File: src/rtl/btn_toggle_pkg.sv
// btn_toggle_pkg: shared FSM state encoding and counter widths for btn_toggle_req
package btn_toggle_pkg;
  localparam int CNT_W = 8;
  localparam int REP_W = 16;
  typedef enum logic [1:0] {
    IDLE        = 2'd0,
    DEB_PRESS   = 2'd1,
    PRESSED     = 2'd2,
    DEB_RELEASE = 2'd3
  } state_e;
endpackage

File: src/rtl/sync_2ff.sv
// sync_2ff: two-flop synchronizer for an asynchronous single-bit input
module sync_2ff (
  input  logic clk,
  input  logic rst,
  input  logic d,
  output logic q
);
  logic s1_q;
  // first stage may go metastable; only the second stage is consumed
  always_ff @(posedge clk) begin
    if (rst) begin
      s1_q <= 1'b0;
      q    <= 1'b0;
    end else begin
      s1_q <= d;
      q    <= s1_q;
    end
  end
endmodule

File: src/rtl/btn_toggle_req.sv
// btn_toggle_req: debounced button to one-cycle T flip-flop toggle request; BTN_TOGGLE_REQ_REPEAT_EN adds auto-repeat while held
module btn_toggle_req
  import btn_toggle_pkg::*;
#(
  parameter int DEBOUNCE_CYCLES = 4,
  parameter int REPEAT_CYCLES   = 8
) (
  input  logic clk,
  input  logic rst,
  input  logic btn_in,
  output logic t_out,
  output logic level_out,
  output logic busy
);
  localparam logic [CNT_W-1:0] DEB = CNT_W'(DEBOUNCE_CYCLES);

  if (DEBOUNCE_CYCLES < 1 || DEBOUNCE_CYCLES > 255 || REPEAT_CYCLES < 2 || REPEAT_CYCLES > 65535) begin : g_bad_param
    $error("btn_toggle_req: parameter out of range");
  end

  logic sync_q;
  state_e state_q, state_d;
  logic [CNT_W-1:0] cnt_q, cnt_d;
  logic t_q, t_d, level_q, level_d, rep_hit;

  sync_2ff u_sync (.clk(clk), .rst(rst), .d(btn_in), .q(sync_q));

  // debounce FSM: a level change is accepted after DEBOUNCE_CYCLES further stable samples
  always_comb begin
    state_d = state_q;
    cnt_d   = cnt_q;
    t_d     = 1'b0;
    case (state_q)
      IDLE:        if (sync_q) begin
                     state_d = DEB_PRESS;
                     cnt_d   = CNT_W'(1);
                   end
      DEB_PRESS:   if (!sync_q) state_d = IDLE;
                   else if (cnt_q == DEB) begin
                     state_d = PRESSED;
                     t_d     = 1'b1;
                   end else cnt_d = cnt_q + 1'b1;
      PRESSED:     if (!sync_q) begin
                     state_d = DEB_RELEASE;
                     cnt_d   = CNT_W'(1);
                   end
      DEB_RELEASE: if (sync_q) state_d = PRESSED;
                   else if (cnt_q == DEB) state_d = IDLE;
                   else cnt_d = cnt_q + 1'b1;
      default:     state_d = IDLE;
    endcase
    level_d = (state_d == PRESSED) || (state_d == DEB_RELEASE);
  end

`ifdef BTN_TOGGLE_REQ_REPEAT_EN
  localparam logic [REP_W-1:0] REP_LAST = REP_W'(REPEAT_CYCLES - 1);
  logic [REP_W-1:0] rep_q, rep_d;
  // repeat counter only runs while the button stays held in PRESSED
  always_comb begin
    rep_hit = (state_q == PRESSED) && sync_q && (rep_q == REP_LAST);
    rep_d   = ((state_q == PRESSED) && sync_q && !rep_hit) ? rep_q + 1'b1 : '0;
  end
  // repeat counter register
  always_ff @(posedge clk) begin
    if (rst) rep_q <= '0;
    else rep_q <= rep_d;
  end
`else
  assign rep_hit = 1'b0;
`endif

  // state, counter and registered outputs
  always_ff @(posedge clk) begin
    if (rst) begin
      state_q <= IDLE;
      cnt_q   <= '0;
      t_q     <= 1'b0;
      level_q <= 1'b0;
    end else begin
      state_q <= state_d;
      cnt_q   <= cnt_d;
      t_q     <= t_d | rep_hit;
      level_q <= level_d;
    end
  end

  assign t_out     = t_q;
  assign level_out = level_q;
  assign busy      = (state_q == DEB_PRESS) || (state_q == DEB_RELEASE);
endmodule
File: config.mk
export PLATFORM = sky130hd
export DESIGN_NAME = btn_toggle_req
export DESIGN_NICKNAME = d
export VERILOG_FILES = /design/src/rtl/btn_toggle_pkg.sv /design/src/rtl/sync_2ff.sv /design/src/rtl/btn_toggle_req.sv
export SDC_FILE = /design/constraint.sdc
export NUM_CORES = 1
export LEC_CHECK = 0
export CAP_MARGIN = 20
export CORE_AREA = 3 3 54 56
export DETAILED_ROUTE_END_ITERATION = 8
export DIE_AREA = 0 0 57 59
export PLACE_DENSITY = 0.41
export SKIP_LAST_GASP = 1
export SYNTH_ARGS = -nofsm -noshare
export SYNTH_HDL_FRONTEND = slang
export SYNTH_SLANG_ARGS = --single-unit
export TNS_END_PERCENT = 20
File: constraint.sdc
create_clock -name clk -period 2 [get_ports clk]
set_clock_uncertainty 0.05 [all_clocks]
set_input_delay 0.2 -clock clk [delete_from_list [all_inputs] [get_ports clk]]
set_output_delay 0.2 -clock clk [all_outputs]
set_load 0.05 [all_outputs]
# == After elaboration in Yosys (flattened, before gate mapping) ==
# Index checks and enable logic that the tools add are counted.
# classes
magnitude_cmp,0
eq_ne,10
n_mux,14
add_sub_neg,1
div_mod_pow,0
reduce_logical,5
n_bitwise,2
mul,0
shift,0
# ops
operator,n
8-bit two-way mux,5
8-bit one-hot mux with 4 select lines,1
2-bit two-way mux,6
8-bit by 1-bit adder with 8-bit output (second input constant),1
2-bit equality test (second input constant),4
8-bit by 3-bit equality test with 1-bit output (second input constant),1
2-bit one-hot mux with 4 select lines,1
2-bit by 1-bit inequality test with 1-bit output (second input constant),2
2-bit inequality test (second input constant),2
4-bit AND reduction,1
3-bit OR reduction,1
2-bit by 1-bit equality test with 1-bit output (second input constant),1
2-bit zero test,1
1-bit logical OR,2
1-bit inverter,2
1-bit two-way mux,1
# totals
latch_bits,0
wordCells,38
memories,0
output_inout_bits,3
inputBits,3
rom_bits,0
register_bits,14
ramBits,0

# == Logic depth before layout (Yosys ltp) ==
# Gate-level depths: netlist of the first run.
# logic_depth
word_depth,6
mapped_depth,5
mapped_depth_nobuf,5

# == Cells and area by module ==
# Synthesis of the first run repeated with hierarchy kept, for this count alone.
# unflattened
cells_unflattened,68
hier_area_um2,635.6
# by_module_without_submodules
module,n_inst,seq_area_each_um2,cells_each,area_per_inst_um2
btn_toggle_req,1,220.2,64,583.1
sync_2ff,1,40.0,4,52.6

# == Worst setup path before layout of the first run ==
# OpenSTA, ideal clock, no wires.
# synth_timing
kind,register -> register
from,"register, netlist name level_out"
to,register cnt_q[6]
required_ns,1.880
n_path_buf,0
arrival_ns,1.522
setup_slack_ns,0.358
stages_incl_launch_ff,4
synth_period_minus_slack_ns,1.642
setup_time_ns,0.070
path_cell_list,dfxtp_1 -> xnor2_1 -> or4_1 -> a21oi_1
# synth_rtl
element,line_no,source
"end signal, assigned",btn_toggle_req.sv:81,cnt_q <= cnt_d;
"end, declared",btn_toggle_req.sv:23,"logic [CNT_W-1:0] cnt_q, cnt_d;"

# == Worst setup path after layout of the first run ==
# layout_timing
from,register state_q[0]
to,output port busy
# layout_via
elab_chain_len,2
elab_cells_between_ends,3
cone_classes,eq/ne: 2; reduce/logical: 1
# layout_rtl
element,line_no,source
"start, declared",btn_toggle_req.sv:22,"state_e state_q, state_d;"
"start signal, assigned",btn_toggle_req.sv:80,state_q <= state_d;
2-bit by 1-bit equality test with 1-bit output or 2-bit equality test (tied branches),btn_toggle_req.sv:89,assign busy = (state_q == DEB_PRESS) || (state_q == DEB_RELEASE);
1-bit logical OR (*),btn_toggle_req.sv:89,
"end, declared",btn_toggle_req.sv:13,output logic busy
# Mark *: on every way between the ends. The rest lies on a longest branch, timed or not.

==> results.json, run 1 <==
{
  "run_status": "completed",
  "power_per_cell_area_nw_per_um2": 613,
  "drt_iter0_markers": 3,
  "final_cell_mix": "dfxtp_1, a21oi_1, clkdlybuf4s50_1",
  "final_common_cell": "dfxtp_1",
  "nets": 81,
  "synthesis.nets": 74,
  "grt_use_met3_pct": 3.92,
  "core_area_um2": 2480,
  "seq_area_frac_synth_pct": 41.0,
  "grtUsageMet1_pct": 13.1,
  "num_vias": 515,
  "initial_core_util_pct": 25.6,
  "htree_levels": 1,
  "slowest_stage": "clkdlybuf4s50_1",
  "fin_tns_setup_ns": 0,
  "worst-path-buf-inv": 1,
  "clkSinkCount": 13,
  "die-width_um": 57,
  "path_cells": "clkdlybuf4s50_1",
  "antenna_found_initial": 0,
  "die_h_um": 59,
  "overflow": 0,
  "clockBufferDepth": 2,
  "max_freq_mhz": 545,
  "worstPathArrival_ns": 1.58,
  "dieArea_um2": 3360,
  "clk_pin_slew_worst_paths_ns": 0.08,
  "worstPathRequired_ns": 1.75,
  "power_leakage_uw": 0.000229,
  "syn_to_final_growth_pct": 17.2,
  "pin_count": 6,
  "syn_area_um2": 634,
  "hold_path.class": "flop to flop",
  "core.rowCount": 18,
  "grt_usage_pct": 9.01,
  "worstSetupPathType": "flop to primary output",
  "setup_viol": 0,
  "slew_headroom_pct": 63.4,
  "hpwl_um": 961,
  "clk_latency_ns": 0.27,
  "cp-end-kind": "primary output",
  "cts_tree": "done",
  "groute.layer.met2.usage_pct": 11.7,
  "syn_avg_cell_area_um2": 9.19,
  "cap_violations": 0,
  "vdd_ir_drop_max_mv": 0.256,
  "ys.warnings.count": 0,
  "min_period_ns": 1.83,
  "io_buffers": 5,
  "antennaDiodeCount": 0,
  "drive_above_1_share_pct": 9.33,
  "grt_setup_unrepaired": "false",
  "cp_slowest_stage_delay_ns": 0.85,
  "crit_path_max_fanout": 8,
  "yosysUniqueCellTypes": 29,
  "antenna_left": 0,
  "hold_viol_final": 0,
  "worstMarginPinSlew_ns": 0.547,
  "grt_max_degree": 15,
  "routed_wirelength_mm": 1.29,
  "dr.pass1.iters": 4,
  "route.detailed.drc": 0,
  "vias_per_cell": 4.90,
  "drv_slew": 0,
  "top_usage_layer": "met1",
  "crit_family": "buffers and inverters",
  "synthCells": 69,
  "grt_pass1_wl_mm": 2.31,
  "globalplace.congestion": 0.794,
  "cp-start-kind": "flop",
  "cts_buffers": 3,
  "routedWlPerCell_um": 12.3,
  "holdWs_ns": 0.395,
  "hold_buffers": 0,
  "synth-seq-cells": 13,
  "grt_pass1_vias": 462,
  "root_buffer": "clkbuf_4",
  "fin_crit_sh_pct": 91.7
}
[area by class of cell]
| class | instances | area, um2 |
|---|---|---|
| Multi-Input combinational cell | 51 | 362 |
| Sequential cell | 13 | 260 |
| Tap cell | 30 | 37.5 |
| Clock buffer | 4 | 26.3 |
| Inverter | 2 | 7.51 |
| Fill cell | 281 | 1730 |
| Timing Repair Buffer | 5 | 50.0 |
[synthesized netlist by cell type]
library cell	n	area [um2]
a211oi_1	4	30.0
a21oi_1	6	30.0
and4_1	1	8.76
and4bb_2	1	12.5
buf_2	1	5.00
clkbuf_1	2	7.51
dfxtp_1	13	260
ha_1	2	25.0
inv_1	2	7.51
mux2i_1	2	20.0
nand2_1	3	11.3
nand2b_1	1	6.26
nand3_1	4	20.0
nand3b_1	1	7.51
nand4_1	1	6.26
nand4bb_1	1	11.3
nor2_1	3	11.3
nor2b_1	3	18.8
nor3_1	1	5.00
nor4b_2	1	15.0
o21ai_0	4	20.0
o21ai_2	1	8.76
o21bai_1	1	7.51
o31ai_1	3	22.5
or3_1	1	6.26
or4_1	3	22.5
or4b_1	1	10.0
xnor2_1	1	8.76
xor2_1	1	8.76
[where the power goes]
| group | switching, uW | leakage [uW] | internal (uW) |
|---|---|---|---|
| sequential | 3.83 | 0.000105 | 262 |
| combinational | 15.2 | 0.000109 | 11.2 |
| clock | 85.8 | 0.0000150 | 77.3 |
| total | 105 | 0.000229 | 351 |
[worst paths after layout]
check	from	to	slack [ns]	depth (start not counted)
setup / recovery	state_q[0]$_SDFF_PP0_	busy	0.17	1
hold / removal	u_sync.s1_q$_SDFF_PP0_	u_sync.q$_SDFF_PP0_	0.40	1
setup reg to reg	cnt_q[0]$_SDFFE_PP0P_	cnt_q[3]$_SDFFE_PP0P_	0.45	5
hold reg to reg	u_sync.s1_q$_SDFF_PP0_	u_sync.q$_SDFF_PP0_	0.40	1
[worst register-to-register path, delay by kind of cell, from the launching register on]
| kind | cells | cell delay, ns |
|---|---|---|
| flip-flops | 1 | 0.40 |
| multiplexers | 1 | 0.22 |
| buffers and inverters | 1 | 0.08 |
| AO/OA/AOI/OAI | 1 | 0.26 |
| adder cells (fa/ha/maj) | 1 | 0.21 |
| AND/OR/NAND/NOR | 1 | 0.27 |
[layer usage]
layer | vias to the layer above | share of wire, %
met5 | - | 0
met4 | 0 | 0.77
met3 | 2 | 5.0
met2 | 9 | 44
met1 | 233 | 50
li1 | 271 | -
[flip-flops by register name, summed over array words and instances (netlist names)]
signal,count
u_sync.q,1
state_q,1
cnt_q,8
t_out,1
level_out,1
u_sync.s1_q,1
[per-stage QoR]
step	power (uW)	setup slack [ns]	std cells	instance area, um2	util (%)
after floorplan	289	0.358	69	634	-
after global placement	298	0.283	101	709	28.6
after detailed placement	298	0.216	101	709	28.6
after CTS	468	0.146	105	736	29.7
after global routing	487	0.0641	105	743	30.0
final	455	0.165	105	743	30.0
[cell families (layout without fill, tap and decap cells)]
group | count (synthesis) | after routing | share of synthesized area, %
muxes | 2 | 2 | 3.16
buffers and inverters | 5 | 11 | 3.16
xor gates and xnor gates | 2 | 2 | 2.76
DFF | 13 | 13 | 41.0
and+or+nand+nor | 26 | 26 | 27.2
AOI/OAI and AO/OA | 19 | 19 | 18.7
adders and majority gates | 2 | 2 | 3.94
[timing repair]
item	CTS	global route
setup buffers	0	0
endpoints found under the setup margin	0	1
gates resized for setup	0	1
(Power assumes the default switching activity.)
==> inputs of run 2 (changes only) <==
Settings changed: RECOVER_POWER set to 100.
==> results.json, run 2 (synthesized netlist as in run 1, its figures left out) <==
{
  "clockBufferDepth": 2,
  "ctsResizeCount": 0,
  "cp-start-kind": "flop",
  "vdd_ir_drop_max_mv": 0.255,
  "switching_share_pct": 23.0,
  "clk_pin_slew_worst_paths_ns": 0.08,
  "grt_pass1_wl_mm": 2.31,
  "cp-end-kind": "primary output",
  "crit_path_max_fanout": 5,
  "hold_buffers": 0,
  "rrSetupSlack_ns": 0.27,
  "drt_iter0_markers": 3,
  "power_frac_seq_pct": 58.5,
  "cap_violations": 0,
  "vias_per_cell": 4.91,
  "crit_family": "buffers and inverters",
  "pin_count": 6,
  "cp_slowest_stage_delay_ns": 0.91,
  "p_int_uw": 350,
  "routed_wirelength_mm": 1.30,
  "syn_to_final_growth_pct": 15.6,
  "clkSinkCount": 13,
  "core_area_um2": 2480,
  "fin_total_pwr_uw": 455,
  "setup_slack_ns": 0.134,
  "worstPathArrival_ns": 1.62,
  "worst-path-buf-inv": 1,
  "worstSetupPathType": "flop to primary output",
  "grt_setup_unrepaired": "false",
  "antenna_found_initial": 0,
  "final_common_cell": "dfxtp_1",
  "power_leakage_uw": 0.000234,
  "globalplace.congestion": 0.794,
  "worstMarginPinSlew_ns": 0.877,
  "grt_max_degree": 15,
  "p_comb_share_pct": 5.6,
  "max_freq_mhz": 536,
  "hold_path.class": "flop to flop",
  "final_cell_mix": "dfxtp_1, a21oi_1, o21ai_0",
  "fin_crit_sh_pct": 93.3,
  "overflow": 0,
  "power_per_cell_area_nw_per_um2": 620,
  "routedWlPerCell_um": 12.4,
  "pwr-share-clk_pct": 35.9,
  "setup_viol": 0,
  "cts_tree": "done",
  "fillers": 282,
  "min_period_ns": 1.87,
  "antennaDiodeCount": 0,
  "num_vias": 516,
  "nets": 81,
  "slew_headroom_pct": 40.7,
  "path_cells": "dlygate4sd3_1",
  "largest_reg_flops": 8,
  "io_buffers": 5,
  "initial_core_util_pct": 25.6,
  "fin_tns_setup_ns": 0,
  "dr.pass1.iters": 3,
  "cts_setup_buffers": 0,
  "p_switching_uw": 105,
  "slowest_stage": "dlygate4sd3_1",
  "dieArea_um2": 3360,
  "clk_latency_ns": 0.27,
  "htree_levels": 1,
  "die_h_um": 59,
  "route.detailed.drc": 0,
  "drv_slew": 0,
  "die-width_um": 57,
  "antenna_left": 0,
  "root_buffer": "clkbuf_4",
  "hpwl_um": 961,
  "hold_viol_final": 0,
  "grt_pass1_vias": 462,
  "drive_above_1_share_pct": 6.67,
  "core.rowCount": 18,
  "grt_usage_pct": 9.01,
  "pre_cts_ws_ns": 0.216,
  "largest_register": "cnt_q",
  "cts_buffers": 3,
  "run_status": "completed",
  "worstPathRequired_ns": 1.75
}
==> run 2: changes by cell type in the layout (fill, tap and decap cells not counted), sizes merged <==
cell,previous run,this run
clkdlybuf4s50,5,2
dlygate4sd3,0,3
==> run 2: worst paths after layout <==
path / start / end / depth (start not counted)
setup / recovery: level_out$_SDFF_PP0_ / level_out / 1
hold reg to reg: u_sync.s1_q$_SDFF_PP0_ / u_sync.q$_SDFF_PP0_ / 1
hold / removal: u_sync.s1_q$_SDFF_PP0_ / u_sync.q$_SDFF_PP0_ / 1
setup reg to reg: cnt_q[2]$_SDFFE_PP0P_ / cnt_q[0]$_SDFFE_PP0P_ / 3
==> run 2: power by group through the flow <==
| stage | Sequential [uW] | Combinational (uW) | Clock (uW) |
|---|---|---|---|
| final | 266 | 25.4 | 163 |
| after detailed placement | 272 | 26.3 | 0 |
| after CTS | 266 | 26.3 | 176 |
| after global placement | 272 | 26.2 | 0 |
| after global routing | 267 | 28.7 | 191 |
| after floorplan | 271 | 18.3 | 0 |
==> run 2: area by class of cell <==
cell class / instances / area (um2) / share of cell area, %
clock buffer: 4 / 26.3 / 3.58
inverter: 2 / 7.51 / 1.02
multi-input combinational: 51 / 352 / 48.0
sequential: 13 / 260 / 35.5
tap: 30 / 37.5 / 5.12
timing repair buffer: 5 / 50.0 / 6.83
==> run 2: per-layer routing <==
metal / vias up / routed length (um) / track usage [%]
met4: 0 / 10 / 2.98
li1: 270 / - / -
met3: 2 / 48 / 3.92
met1: 237 / 688 / 13.1
met2: 7 / 555 / 11.7
met5: - / 0 / 0
==> run 2: per-stage QoR <==
stage / hold WS, ns / utilization, % / std cells / cell area [um2]
detailed placement: 0.380 / 28.6 / 101 / 709
global placement: 0.373 / 28.6 / 101 / 709
finish: 0.395 / 29.6 / 105 / 733
floorplan: 0.278 / - / 69 / 634
global route: 0.412 / 29.6 / 105 / 733
CTS: 0.400 / 29.7 / 105 / 736
==> inputs of run 3 (changes only) <==
Settings changed: CORE_AREA 3 3 54 56 to 3 3 40 42, DIE_AREA 0 0 57 59 to 0 0 43 45, PLACE_DENSITY 0.41 to 0.68.
==> results.json, run 3 (synthesized netlist as in run 1, its figures left out) <==
{
  "core.rowCount": 13,
  "grt_pass1_vias": 469,
  "clk_pin_slew_worst_paths_ns": 0.08,
  "fin_util_pct": 55.0,
  "run_status": "completed",
  "p_comb_share_pct": 5.4,
  "dp_cells": 86,
  "cts_buffers": 3,
  "hpwl_um": 891,
  "routedWlPerCell_um": 13.9,
  "largest_reg_flops": 8,
  "path_cells": "dlygate4sd3_1",
  "final_common_cell": "dfxtp_1",
  "vdd_ir_drop_max_mv": 0.340,
  "io_buffers": 5,
  "pin_count": 6,
  "worstMarginPinSlew_ns": 0.893,
  "drt_iter0_markers": 8,
  "pwr-share-clk_pct": 36.7,
  "crit_start": "state_q[0]$_SDFF_PP0_",
  "clk_latency_ns": 0.28,
  "worst-path-buf-inv": 1,
  "num_vias": 538,
  "setup_viol": 0,
  "root_buffer": "clkbuf_4",
  "drv_slew": 0,
  "slew_headroom_pct": 40.0,
  "core_area_um2": 1280,
  "worstPathArrival_ns": 1.65,
  "cts_tree": "done",
  "switching_share_pct": 23.8,
  "power_per_cell_area_nw_per_um2": 649,
  "clkSinkCount": 13,
  "antenna_found_initial": 0,
  "htree_levels": 1,
  "cp-start-kind": "flop",
  "hold_buffers": 0,
  "slowest_stage": "dlygate4sd3_1",
  "clockBufferDepth": 2,
  "antenna_left": 0,
  "hold_path.class": "flop to flop",
  "syn_to_final_growth_pct": 11.4,
  "grt_setup_unrepaired": "false",
  "drive_above_1_share_pct": 5.33,
  "final_cell_mix": "dfxtp_1, a21oi_1, o21ai_0",
  "p_int_uw": 349,
  "stdcell_count": 90,
  "nets": 81,
  "die-width_um": 43,
  "grt_pass1_wl_mm": 2.13,
  "worstPathRequired_ns": 1.75,
  "power_leakage_uw": 0.000235,
  "largest_register": "cnt_q",
  "worstSetupPathType": "flop to primary output",
  "dr.pass1.iters": 4,
  "max_freq_mhz": 526,
  "crit_family": "buffers and inverters",
  "fillers": 117,
  "cts_setup_buffers": 0,
  "min_period_ns": 1.90,
  "p_switching_uw": 109,
  "power_frac_seq_pct": 57.9,
  "hold_viol_final": 0,
  "grt_max_degree": 15,
  "fin_tns_setup_ns": 0,
  "rr_startpoint": "level_out$_SDFF_PP0_",
  "overflow": 0,
  "fin_crit_sh_pct": 95.0,
  "routed_wirelength_mm": 1.25,
  "grt_usage_pct": 14.8,
  "crit_path_max_fanout": 8,
  "cp_slowest_stage_delay_ns": 0.91,
  "dieArea_um2": 1940,
  "antennaDiodeCount": 0,
  "min-delay-start": "u_sync.s1_q$_SDFF_PP0_",
  "ctsResizeCount": 0,
  "globalplace.congestion": 0.769,
  "vias_per_cell": 5.98,
  "route.detailed.drc": 0,
  "cap_violations": 0,
  "die_h_um": 45,
  "initial_core_util_pct": 49.4,
  "cp-end-kind": "primary output"
}
[run 3: per-layer routing]
layer | up-vias | routed length, um | GRT usage (%)
met5 | - | 0 | 0
met4 | 0 | 38 | 10.8
met3 | 5 | 39 | 2.79
met2 | 8 | 555 | 21.9
met1 | 255 | 613 | 19.3
li1 | 270 | - | -
[run 3: stage by stage]
| stage | hold slack [ns] | worst slack (ns) | cell area [um2] | power [uW] |
|---|---|---|---|---|
| detailed placement | 0.379 | 0.277 | 691 | 298 |
| floorplan | 0.278 | 0.358 | 634 | 289 |
| global placement | 0.368 | 0.372 | 691 | 297 |
| global route | 0.412 | 0.0266 | 707 | 471 |
| CTS | 0.402 | 0.139 | 717 | 463 |
| finish | 0.397 | 0.0990 | 707 | 459 |
[run 3: final cells by class]
class	count	area (um2)	share of cell area, %
inverter	2	7.51	1.06
multi-input combinational	51	344	48.7
sequential	13	260	36.8
timing repair buffer	5	50.0	7.08
tap	15	18.8	2.65
clock buffer	4	26.3	3.72
[run 3: worst paths after layout]
path / to / slack (ns) / depth (start not counted)
worst max-delay path: busy / 0.1 / 1
worst max register to register: cnt_q[2]$_SDFFE_PP0P_ / 0.25 / 3
worst min register to register: u_sync.q$_SDFF_PP0_ / 0.40 / 1
worst min-delay path: u_sync.q$_SDFF_PP0_ / 0.40 / 1
[run 3: worst register-to-register path, cell delays in order, from the launching register on]
cell	delay [ns]
dfxtp_1	0.36
xnor2_1	0.74
o21bai_1	0.30
nor3_1	0.22
[run 3: power groups by stage]
stage | clock [uW] | sequential, uW | combinational, uW
after floorplan | 0 | 271 | 18.3
after global placement | 0 | 272 | 25.1
after detailed placement | 0 | 272 | 25.8
after CTS | 172 | 266 | 25.7
after global routing | 177 | 266 | 28.1
final | 168 | 266 | 24.8
